**src/rtl/logic_op_pipe_if.sv**
```systemverilog
// Operand/result handshake bundle for logic_op_pipe.
// The block drives the slave side; the environment drives the master side.
interface logic_op_pipe_if #(
    parameter int unsigned WIDTH = 8,
    parameter int unsigned CNT_W = 16
) ();
    logic             start;
    logic             in_ready;
    logic [WIDTH-1:0] in1;
    logic [WIDTH-1:0] in2;
    logic [2:0]       op_sel;
    logic             acc_mode;
    logic             acc_last;
    logic [WIDTH-1:0] out;
    logic             out_valid;
    logic             out_ready;
    logic             finish;
    logic             busy;
    logic [CNT_W-1:0] done_cnt;

    modport master (
        output start, in1, in2, op_sel, acc_mode, acc_last, out_ready,
        input  in_ready, out, out_valid, finish, busy, done_cnt
    );

    modport slave (
        input  start, in1, in2, op_sel, acc_mode, acc_last, out_ready,
        output in_ready, out, out_valid, finish, busy, done_cnt
    );
endinterface

```
**src/rtl/logic_op_pipe.sv**
```systemverilog
// Bitwise-logic pipeline: single-beat ops with one-cycle latency, or multi-beat
// accumulation bursts folding in2 into an accumulator with the opening op.
module logic_op_pipe #(
    parameter int unsigned WIDTH = 8,
    parameter int unsigned CNT_W = 16
) (
    input  logic           clk,
    input  logic           rst_n,
    logic_op_pipe_if.slave bus
);

    typedef enum logic {
        IDLE = 1'b0,
        ACC  = 1'b1
    } state_e;

    state_e           state_q, state_d;
    logic [WIDTH-1:0] acc_q, acc_d;
    logic [2:0]       op_q, op_d;
    logic [WIDTH-1:0] out_q, out_d;
    logic             out_valid_q, out_valid_d;
    logic             finish_q, finish_d;
    logic             busy_q, busy_d;
    logic [CNT_W-1:0] done_cnt_q, done_cnt_d;

    logic             in_ready_c;
    logic             xfer_c;
    logic             consume_c;
    logic             load_res_c;
    logic [WIDTH-1:0] res_c;

    function automatic logic [WIDTH-1:0] op_f(
        input logic [2:0]       op,
        input logic [WIDTH-1:0] a,
        input logic [WIDTH-1:0] b
    );
        case (op)
            3'd0:    op_f = a & b;
            3'd1:    op_f = a | b;
            3'd2:    op_f = ~(a ^ b);
            3'd3:    op_f = a ^ b;
            3'd4:    op_f = ~(a & b);
            3'd5:    op_f = ~(a | b);
            3'd6:    op_f = a & ~b;
            default: op_f = a;
        endcase
    endfunction

    // A stalled result blocks new beats so out can never be overwritten unseen.
    assign in_ready_c = !out_valid_q || bus.out_ready;

    always_comb begin
        state_d     = state_q;
        acc_d       = acc_q;
        op_d        = op_q;
        out_d       = out_q;
        out_valid_d = out_valid_q;
        done_cnt_d  = done_cnt_q;
        load_res_c  = 1'b0;
        res_c       = '0;
        xfer_c      = bus.start && in_ready_c;
        consume_c   = out_valid_q && bus.out_ready;
        finish_d    = consume_c;

        case (state_q)
            IDLE: begin
                if (xfer_c) begin
                    res_c = op_f(bus.op_sel, bus.in1, bus.in2);
                    if (bus.acc_mode && !bus.acc_last) begin
                        acc_d   = res_c;
                        op_d    = bus.op_sel;
                        state_d = ACC;
                    end else begin
                        load_res_c = 1'b1;
                    end
                end
            end
            ACC: begin
                if (xfer_c) begin
                    res_c = op_f(op_q, acc_q, bus.in2);
                    if (bus.acc_last) begin
                        load_res_c = 1'b1;
                        state_d    = IDLE;
                    end else begin
                        acc_d = res_c;
                    end
                end
            end
            default: state_d = IDLE;
        endcase

        if (load_res_c) begin
            out_d       = res_c;
            out_valid_d = 1'b1;
            if (done_cnt_q != {CNT_W{1'b1}}) begin
                done_cnt_d = done_cnt_q + CNT_W'(1);
            end
        end else if (consume_c) begin
            out_valid_d = 1'b0;
        end

        busy_d = (state_d == ACC);
    end

    always_ff @(posedge clk) begin
        if (!rst_n) begin
            state_q     <= IDLE;
            acc_q       <= '0;
            op_q        <= '0;
            out_q       <= '0;
            out_valid_q <= 1'b0;
            finish_q    <= 1'b0;
            busy_q      <= 1'b0;
            done_cnt_q  <= '0;
        end else begin
            state_q     <= state_d;
            acc_q       <= acc_d;
            op_q        <= op_d;
            out_q       <= out_d;
            out_valid_q <= out_valid_d;
            finish_q    <= finish_d;
            busy_q      <= busy_d;
            done_cnt_q  <= done_cnt_d;
        end
    end

    assign bus.in_ready  = in_ready_c;
    assign bus.out       = out_q;
    assign bus.out_valid = out_valid_q;
    assign bus.finish    = finish_q;
    assign bus.busy      = busy_q;
    assign bus.done_cnt  = done_cnt_q;

endmodule

```
**src/flat_wrapper.sv**
```systemverilog
// flat-port wrapper written by rule: the top's interface ports become plain ports
module logic_op_pipe_flat 
#(
    parameter int unsigned WIDTH = 8,
    parameter int unsigned CNT_W = 16
)
  (clk, rst_n, bus_start, bus_in1, bus_in2, bus_op_sel, bus_acc_mode, bus_acc_last, bus_out_ready, bus_in_ready, bus_out, bus_out_valid, bus_finish, bus_busy, bus_done_cnt);
  logic_op_pipe_if #(.WIDTH(WIDTH), .CNT_W(CNT_W)) bus_i ();
  input  logic clk;
  input  logic rst_n;
  input wire logic [$bits(bus_i.start)-1:0] bus_start;
  input wire logic [$bits(bus_i.in1)-1:0] bus_in1;
  input wire logic [$bits(bus_i.in2)-1:0] bus_in2;
  input wire logic [$bits(bus_i.op_sel)-1:0] bus_op_sel;
  input wire logic [$bits(bus_i.acc_mode)-1:0] bus_acc_mode;
  input wire logic [$bits(bus_i.acc_last)-1:0] bus_acc_last;
  input wire logic [$bits(bus_i.out_ready)-1:0] bus_out_ready;
  output wire logic [$bits(bus_i.in_ready)-1:0] bus_in_ready;
  output wire logic [$bits(bus_i.out)-1:0] bus_out;
  output wire logic [$bits(bus_i.out_valid)-1:0] bus_out_valid;
  output wire logic [$bits(bus_i.finish)-1:0] bus_finish;
  output wire logic [$bits(bus_i.busy)-1:0] bus_busy;
  output wire logic [$bits(bus_i.done_cnt)-1:0] bus_done_cnt;
  assign bus_i.start = bus_start;
  assign bus_i.in1 = bus_in1;
  assign bus_i.in2 = bus_in2;
  assign bus_i.op_sel = bus_op_sel;
  assign bus_i.acc_mode = bus_acc_mode;
  assign bus_i.acc_last = bus_acc_last;
  assign bus_i.out_ready = bus_out_ready;
  assign bus_in_ready = bus_i.in_ready;
  assign bus_out = bus_i.out;
  assign bus_out_valid = bus_i.out_valid;
  assign bus_finish = bus_i.finish;
  assign bus_busy = bus_i.busy;
  assign bus_done_cnt = bus_i.done_cnt;
  logic_op_pipe #(.WIDTH(WIDTH), .CNT_W(CNT_W)) u_core (.clk(clk), .rst_n(rst_n), .bus(bus_i));
endmodule
```
**config.mk**
```make
export PLATFORM = sky130hd
export DESIGN_NAME = logic_op_pipe_flat
export DESIGN_NICKNAME = d
export VERILOG_FILES = /design/src/rtl/logic_op_pipe_if.sv /design/src/rtl/logic_op_pipe.sv /design/src/flat_wrapper.sv
export SDC_FILE = /design/constraint.sdc
export NUM_CORES = 1
export LEC_CHECK = 0
export CAP_MARGIN = 40
export CORE_MARGIN = 2
export CORE_UTILIZATION = 45
export CTS_CLUSTER_DIAMETER = 100
export DETAILED_ROUTE_END_ITERATION = 16
export GPL_TIMING_DRIVEN = 0
export PLACE_DENSITY = 0.68
export SYNTH_ARGS = -nofsm -noshare
export SYNTH_HDL_FRONTEND = slang
export SYNTH_SLANG_ARGS = --single-unit
```
**constraint.sdc**
```tcl
create_clock -name clk -period 2.3 [get_ports clk]
set_input_delay 0.46 -clock clk [delete_from_list [all_inputs] [get_ports clk]]
set_output_delay 0.46 -clock clk [all_outputs]
set_load 0.05 [all_outputs]
```
== Word level (Yosys, flattened, before mapping) ==
Cells that the tools add are included.

* Flip-flop bits (word level): 38
* Output and inout bits: 28
* Input port bits: 25
* Word-level logic and storage cells: 75

* Reductions and logical operators: 12
* Add/subtract/negate cells: 1
* Eq/ne operators: 17
* Multiplexer cells: 22
* Bitwise operators: 16

{| class="wikitable"
|+ Operator list
! operator !! number
|-
| 8-bit case mux with 7 select lines || 2
|-
| 8-bit inverter || 7
|-
| 8-bit two-way mux || 6
|-
| 8-bit bitwise AND || 4
|-
| 8-bit case mux with 2 select lines || 2
|-
| 3-bit equality test (second input constant) || 6
|-
| 16-bit by 1-bit adder with 16-bit output (second input constant) || 1
|-
| 16-bit != test (second input constant) || 1
|-
| 8-bit bitwise OR || 2
|-
| 8-bit bitwise XOR || 2
|-
| 3-bit by 2-bit equality test with 1-bit output (second input constant) || 4
|-
| 1-bit two-way mux || 10
|-
| 3-bit by 1-bit equality test with 1-bit output (second input constant) || 2
|-
| 3-bit logical NOT || 2
|-
| 2-bit by 1-bit != test with 1-bit output (second input constant) || 2
|-
| 2-bit != test (second input constant) || 2
|-
| 1-bit case mux with 2 select lines || 2
|-
| 4-bit AND reduction || 1
|-
| 1-bit logical AND || 3
|-
| 3-bit AND reduction || 1
|-
| 1-bit logical NOT || 2
|-
| 2-bit AND reduction || 1
|-
| 2-bit nonzero test || 1
|-
| 1-bit logical OR || 1
|-
| 1-bit inverter || 1
|}

== Longest topological paths before layout ==
Gate-level depths: netlist of run 1.

* Depth in word-level cells: 6
* Mapped depth: 8
* Gate-level depth less buffers: 7

== Worst setup path before layout of run 1 ==
OpenSTA, ideal clock, no wires.

* Path type: register to register
* From: register u_core.done_cnt_q[0], in the netlist u_core.bus.done_cnt[0]
* To: register u_core.done_cnt_q[7], in the netlist u_core.bus.done_cnt[7]
* Required time: 2172 ps
* Path buffers: 0
* Clock period less this slack: 1983 ps
* Stages on the path, launching flop included: 7
* Library setup time: 128 ps
* Data arrival time: 1855 ps
* Path slack: 317 ps
* Path through: dfxtp_1 ha_1 inv_1 or4_4 nand4_1 xor2_1 nor2_1

* Cells in the longest elaborated chain, start to end: 2
* Elaborated cells on any way between the ends: 3
* Those cells by class: add/sub (1); eq/ne (1); reduce/logical (1)

{| class="wikitable"
|+ Ends and longest elaborated chain
! what !! RTL line !! text
|-
| start: declaration || logic_op_pipe.sv:24 || <nowiki>logic [CNT_W-1:0] done_cnt_q, done_cnt_d;</nowiki>
|-
| start signal: assignment || logic_op_pipe.sv:123 || <nowiki>done_cnt_q <= done_cnt_d;</nowiki>
|-
| parallel branches: the longest is 2 deep, another holds 16-bit by 1-bit adder with 16-bit output || - ||
|}

Several ways; the timed one is not identified.
A chain may end at the register's enable or synchronous reset.

== Final worst setup path of run 1 ==
* From: input port bus_out_ready
* To: output port bus_in_ready

* Cells in the longest elaborated chain, start to end: 1

{| class="wikitable"
|+ Ends and longest elaborated chain
! what !! RTL line !! text
|-
| start: declaration || flat_wrapper.sv:17 || <nowiki>input wire logic [$bits(bus_i.out_ready)-1:0] bus_out_ready;</nowiki>
|-
| 1-bit logical OR || logic_op_pipe.sv:50 || <nowiki>assign in_ready_c = !out_valid_q || bus.out_ready;</nowiki>
|-
| end: declaration || flat_wrapper.sv:18 || <nowiki>output wire logic [$bits(bus_i.in_ready)-1:0] bus_in_ready;</nowiki>
|}

No other way between the ends.

==> run_results.csv, run 1 <==
group,metric,value,unit
grt,grt_start_max_net_pins,12,
setup_path,r2r_cells,6,
setup_path,r2r_slack,0.56,ns
logic_synthesis,synth_seq_area_share,21.5,%
sta,holdWs,0.482,ns
sta,rsz0062_at_grt,"false",
routing,route.antenna.remaining_nets,0,
power,ir_drop,0.000275,V
sta,post-route-period-util,96.4,%
sta,hold_violations,0,
cts,clkLatencyLatePin,0.30,ns
layout,fin_nets,564,
sta,finalCriticalPeriod,2.22,ns
cts,max-clock-path-buffers,2,
sta,worstMarginPinSlew,0.515,ns
setup_path,critical-path-max-stage-delay,0.55,ns
logic_synthesis,synth.distinct_cells,65,
logic_synthesis,syn_nets,507,
setup_path,crit-reg2reg-launch,"u_core.bus.done_cnt[0]$_SDFFE_PN0P_",
grt,overflow,0,
floorplanning,io-pin-count,53,
routing,vias_per_cell,5.52,
setup_path,critPathArrivalTime,1.76,ns
logic_synthesis,ys_async_sr_fraction,0,%
layout,antenna_cells,0,
routing,num_vias,3265,
cts,clk_pin_slew_worst_paths,0.07,ns
placement,hpwl,6.97,mm
logic_synthesis,synth.most_common_cell,"ha_1",
logic_synthesis,syn_avg_cell_area,8.19,um^2
logic_synthesis,netlist_area,3540,um^2
setup_path,crit_type,"primary input to output port",
setup_path,endpoint_kind,"output port",
placement,io_buffers,50,
layout,area_delta_synth_final,19.9,%
power,clockPowerShare,27.0,%
layout,drive_gt1_share,10.6,%
sta,clock.fmax,451,MHz
sta,slew_headroom,65.5,%
floorplanning,die_area,8600,um^2
setup_path,slowest_stage,"dlygate4sd2_1",
sta,drv_slew,0,
placement,gp_congestion,0.902,
floorplanning,die_x,92.8,um
hold_path,hp-class,"register to register",
setup_path,path_cells,"clkdlybuf4s50_1 -> nand2b_1 -> buf_2 -> dlygate4sd2_1",
cts,root_buffer,"clkbuf_8",
routing,remaining_drc_errors,0,
routing,wl_per_cell,15.4,um
hold_path,hold_end,"u_core.bus.out[0]$_SDFFE_PN0P_",
floorplanning,core_region_area,7690,um^2
floorplanning,rows,32,
logic_synthesis,yosys-top-cells-count,"ha_1, dfxtp_1, nor2_1",
cts,htree_num_levels,2,
setup_path,startpoint_type,"primary input",
cts,clkSinkCount,38,
logic_synthesis,synth-edff-count,0,
grt,antenna_found_initial,0,
layout,fillers,736,
logic_synthesis,ys_seq_elements,38,
job,drv_cap,0,
grt,grt_first_pass_wirelength,15.1,mm
setup_path,path_max_fanout,8,
routing,routed_wl,9.14,mm
outcome,outcome,"completed",
cts,holdBufCountCts,0,
floorplanning,die_y,92.8,um
power,p_sw,0.000605,W
logic_synthesis,yosysWarnings,0,
cts,tritoncts,"done",
power,p_leak,1.74,nW
logic_synthesis,synthCells,433,
sta,skew,0.0103,ns
logic_synthesis,synth_top_area_share,21.5,%
power,comb_power_share,31.7,%
layout,final_core_util,55.3,%
routing,drt-initial-drc-count,220,
power,internal-power,0.00112,W
grt,grtUsageTotal,21.8,%
setup_path,cp_data_required_time,1.84,ns
power,netSwitchingFraction,35.2,%
logic_synthesis,synth.area.top_cells,"dfxtp_1, ha_1, xnor2_1, nor2_1, inv_1",
power,p_seq_share,41.3,%
sta,tns,0,ns
routing,firstDrtPassIters,4,
hold_path,min_path_cells,2,
sta,finalSetupViolCount,0,
cts,cts_buffers,5,
setup_path,worst_r2r_endpoint,"u_core.bus.done_cnt[11]$_SDFFE_PN0P_",
power,cellPowerDensity,405,nW/um^2
logic_synthesis,yosys_most_used_dff,"dfxtp_1",
logic_synthesis,synth_top_area_cell,"dfxtp_1",
floorplanning,start_util,46.1,%
hold_path,min_from,"u_core.bus.out[0]$_SDFFE_PN0P_",
grt,grt_pass1_vias,3119,
## cell type report
type | count | area, um^2 | area share (%)
multi-input cells | 333 | 2490 | 58.5
flip-flops and latches | 38 | 761 | 17.9
repair buffers | 50 | 499 | 11.7
plain buffers | 28 | 169 | 3.97
inverters | 34 | 128 | 3.00
well taps | 102 | 128 | 3.00
clock buffers | 5 | 68.8 | 1.62
clock inverters | 2 | 10.0 | 0.235
## state kept, by name (all words and copies together) (netlist names)
register	flops
u_core.acc_q	8
u_core.bus.done_cnt	16
u_core.bus.finish	1
u_core.bus.out	8
u_core.bus.out_valid	1
u_core.op_q	3
u_core.state_q	1
## worst max-delay path: cells and delay by family
kind          cells  cell delay, ns
buf+inv           3            1.20
simple gates      1            0.09
## kinds of logic (layout without fill, tap and decap cells)
group	after synthesis	in the layout	share of synthesized area (%)
simple gates	147	147	22.3
compound gates	95	95	19.1
buf+inv	62	119	8.33
fa+ha+maj	49	49	17.3
flops	38	38	21.5
xor+xnor	24	24	5.93
mux	18	18	5.61
## stage by stage
step | instance area (um^2) | power (W) | std cells | setup slack [ns]
2_1_floorplan | 3540 | 0.00109 | 433 | 0.317
5_1_grt | 4250 | 0.00181 | 592 | 0.0355
3_5_place_dp | 4170 | 0.00127 | 585 | -0.203
3_3_place_gp | 4170 | 0.00126 | 585 | -0.187
6_report | 4250 | 0.00172 | 592 | 0.0838
4_1_cts | 4250 | 0.00173 | 592 | 0.0765
## power by group through the flow
stage | Clock, W | Combinational (W) | Sequential, W
6_report | 0.000465 | 0.000545 | 0.000711
5_1_grt | 0.000495 | 0.000598 | 0.000716
4_1_cts | 0.000475 | 0.000543 | 0.000711
3_5_place_dp | 0 | 0.000541 | 0.000727
3_3_place_gp | 0 | 0.000529 | 0.000726
2_1_floorplan | 0 | 0.000303 | 0.000788
## cell usage in the layout, fill, tap and decap left out, types with 4 or more instances in the layout
| master | instances |
|---|---|
| nand3_1 | 13 |
| o211ai_1 | 8 |
| nand2_1 | 26 |
| and3_1 | 4 |
| buf_6 | 4 |
| mux2i_1 | 12 |
| a31oi_1 | 7 |
| a211oi_1 | 5 |
| mux2_2 | 5 |
| dfxtp_1 | 38 |
| clkdlybuf4s50_1 | 49 |
| nand4_1 | 10 |
| xor2_1 | 6 |
| buf_4 | 4 |
| clkbuf_1 | 5 |
| nor3_1 | 9 |
| o21ai_0 | 20 |
| xnor2_1 | 18 |
| nor2_1 | 36 |
| clkbuf_8 | 5 |
| ha_1 | 49 |
| buf_2 | 14 |
| nor2b_1 | 9 |
| nand2b_1 | 18 |
| a21oi_1 | 21 |
| inv_1 | 33 |
## layer usage
layer	track usage, %	part of all wire [%]	vias to the layer above
li1	-	-	1631
met1	30.5	48	1544
met2	35.6	46	80
met3	3.01	5.1	10
met4	5.39	1.3	0
met5	0	0	-
## worst max-delay path by stage
| stage | startpoint | to | slack, ns | depth (start not counted) |
|---|---|---|---|---|
| CTS | bus_out_ready | bus_in_ready | 0.08 | 4 |
| detailed placement | bus_out_ready | bus_in_ready | -0.20 | 4 |
| finish | bus_out_ready | bus_in_ready | 0.08 | 4 |
| global placement | bus_out_ready | bus_in_ready | -0.19 | 4 |
| global route | bus_out_ready | bus_in_ready | 0.04 | 4 |
| floorplan | u_core.bus.done_cnt[0]$_SDFFE_PN0P_ | u_core.bus.done_cnt[7]$_SDFFE_PN0P_ | 0.32 | 6 |
## what timing repair did
| item | 4_1_cts | 5_1_grt |
|---|---|---|
| hold endpoints to repair | 0 | 0 |
| setup buffers | 0 | 0 |
| gates resized for setup | 1 | 2 |
| endpoints found under the setup margin | 1 | 2 |
Power figures use the tool's default switching activity.
==> run 2, diff against run 1 <==
--- a/config.mk
+++ b/config.mk
@@ -5,7 +5,7 @@
 export SDC_FILE = /design/constraint.sdc
 export NUM_CORES = 1
 export LEC_CHECK = 0
-export CAP_MARGIN = 40
+export CAP_MARGIN = 30
 export CORE_MARGIN = 2
 export CORE_UTILIZATION = 45
 export CTS_CLUSTER_DIAMETER = 100
==> results of run 2 <==
No change in the layout: final DEF, timing and power equal those of run 1.
==> run 3, diff against run 2 <==
==> constraint.sdc (replaced) <==
create_clock -name clk -period 2.04 [get_ports clk]
set_input_delay 0.408 -clock clk [delete_from_list [all_inputs] [get_ports clk]]
set_output_delay 0.408 -clock clk [all_outputs]
set_load 0.05 [all_outputs]
==> run 3 against run 2 <==
  * Total power increased by 14%
  * Flip-flop and latch count unchanged
  * Global-route usage unchanged
  * First-iteration DRC count increased by 2.7%
  * Highest routed layer unchanged
==> run_results.csv, run 3 (synthesis results as in run 1) <==
group,metric,value,unit
routing,drt-initial-drc-count,226,
sta,finalCriticalPeriod,1.98,ns
placement,gp_congestion,0.902,
power,internal-power,0.00127,W
layout,design_area,4320,um^2
cts,max-clock-path-buffers,2,
floorplanning,die_x,92.8,um
cts,clkLatencyLatePin,0.30,ns
cts,tritoncts,"done",
setup_path,critical-path-max-stage-delay,0.84,ns
floorplanning,die_y,92.8,um
layout,fillers,729,
cts,holdBufCountCts,0,
layout,final_common_cell,"ha_1",
power,p_leak,1.83,nW
grt,grt_pass1_vias,3119,
job,drv_cap,0,
grt,grt_first_pass_wirelength,15.1,mm
setup_path,path_cells,"clkdlybuf4s50_1",
sta,skew,0.00875,ns
routing,wl_per_cell,15.8,um
floorplanning,io-pin-count,53,
setup_path,path_max_fanout,6,
setup_path,crit_type,"register to output port",
power,ir_drop,0.000310,V
placement,post_dp_cell_area,4170,um^2
layout,largest_reg_flops,16,
sta,hold_violations,0,
setup_path,endpoint_kind,"output port",
cts,root_buffer,"clkbuf_8",
routing,num_vias,3281,
power,netSwitchingFraction,35.2,%
setup_path,slowest_stage,"clkdlybuf4s50_1",
grt,grtUsageTotal,21.8,%
setup_path,worst_path_dominant_cell_family,"buffers and inverters",
layout,drive_gt1_share,13.3,%
cts,cts_setup_buffers,0,
power,comb_power_share,32.4,%
sta,setup_slack,0.0559,ns
grt,overflow,0,
placement,place_ws,-0.383,ns
sta,worstMarginPinSlew,0.521,ns
layout,antenna_cells,0,
setup_path,startpoint_type,"register",
placement,io_buffers,50,
layout,area_delta_synth_final,21.8,%
sta,clock.fmax,504,MHz
cts,clk_pin_slew_worst_paths,0.08,ns
setup_path,critPathArrivalTime,1.58,ns
floorplanning,core_region_area,7690,um^2
placement,hpwl,6.97,mm
layout,final_cell_mix,"ha_1, clkdlybuf4s50_1, dfxtp_1",
sta,finalSetupViolCount,0,
layout,fin_nets,564,
routing,routed_wl,9.33,mm
floorplanning,start_util,46.1,%
outcome,outcome,"completed",
hold_path,hp-class,"register to register",
sta,drv_slew,0,
grt,grt_start_max_net_pins,12,
cts,cts_buffers,5,
setup_path,cp_data_required_time,1.63,ns
layout,multiInputGateArea,2530,um^2
sta,slew_headroom,65.2,%
floorplanning,rows,32,
cts,clkSinkCount,38,
grt,antenna_found_initial,0,
power,clockPowerShare,26.6,%
power,cellPowerDensity,453,nW/um^2
floorplanning,die_area,8600,um^2
setup_path,cp_num_buf_inv,1,
routing,route.antenna.remaining_nets,0,
routing,firstDrtPassIters,4,
layout,seqCellArea,761,um^2
routing,vias_per_cell,5.54,
routing,remaining_drc_errors,0,
cts,htree_num_levels,2,
sta,post-route-period-util,97.3,%
power,p_seq_share,41.0,%
power,p_sw,0.000689,W
run 3: worst reg2reg max path, delay by kind of cell, from the launching register on:
family,cells,cell delay (ns)
AOI/OAI and AO/OA,4,0.75
buffers and inverters,2,0.37
DFF,1,0.33
muxes,1,0.19
run 3: cell type report:
| type | instances | share of cell area (%) |
|---|---|---|
| flip-flops and latches | 38 | 17.6 |
| well taps | 102 | 2.96 |
| clock inverters | 2 | 0.232 |
| plain buffers | 28 | 4.06 |
| multi-input cells | 333 | 58.7 |
| inverters | 34 | 2.96 |
| repair buffers | 50 | 11.9 |
| clock buffers | 5 | 1.59 |
run 3: what timing repair did:
item	CTS	global route
pin swaps	0	4
resized for setup	7	23
endpoints found under the setup margin	8	16
run 3: worst paths after layout:
| check | slack [ns] | depth (start not counted) | to | startpoint |
|---|---|---|---|---|
| worst max register to register | 0.29 | 7 | u_core.bus.out[2]$_SDFFE_PN0P_ | u_core.op_q[2]$_SDFFE_PN0P_ |
| worst min-delay path | 0.48 | 2 | u_core.bus.out[0]$_SDFFE_PN0P_ | u_core.bus.out[0]$_SDFFE_PN0P_ |
| worst max-delay path | 0.06 | 1 | bus_done_cnt[6] | u_core.bus.done_cnt[6]$_SDFFE_PN0P_ |
| worst min register to register | 0.48 | 2 | u_core.bus.out[0]$_SDFFE_PN0P_ | u_core.bus.out[0]$_SDFFE_PN0P_ |
run 3: power groups by stage:
stage	Sequential (W)	Combinational, W	Clock [W]
after floorplan	0.000889	0.000342	0
after global placement	0.000818	0.000597	0
after detailed placement	0.000819	0.000609	0
after CTS	0.000802	0.000612	0.000535
after global routing	0.000807	0.000694	0.000559
final	0.000802	0.000634	0.000519
run 3: through the flow:
stage / util, % / instances / total power [W] / hold WS, ns / TNS (ns)
CTS: 55.3 / 592 / 0.00195 / 0.481 / 0
floorplan: - / 433 / 0.00123 / 0.480 / 0
detailed placement: 54.3 / 585 / 0.00143 / 0.462 / -5.50
global placement: 54.3 / 585 / 0.00142 / 0.456 / -5.11
finish: 56.2 / 592 / 0.00196 / 0.482 / 0
global route: 56.2 / 592 / 0.00206 / 0.500 / -0.0368
run 3: per-layer routing:
metal  global-route usage (%)  part of all wire (%)
met5                        0                     0
met4                     5.39                   1.0
met3                     3.01                   4.4
met2                     35.6                    46
met1                     30.5                    48
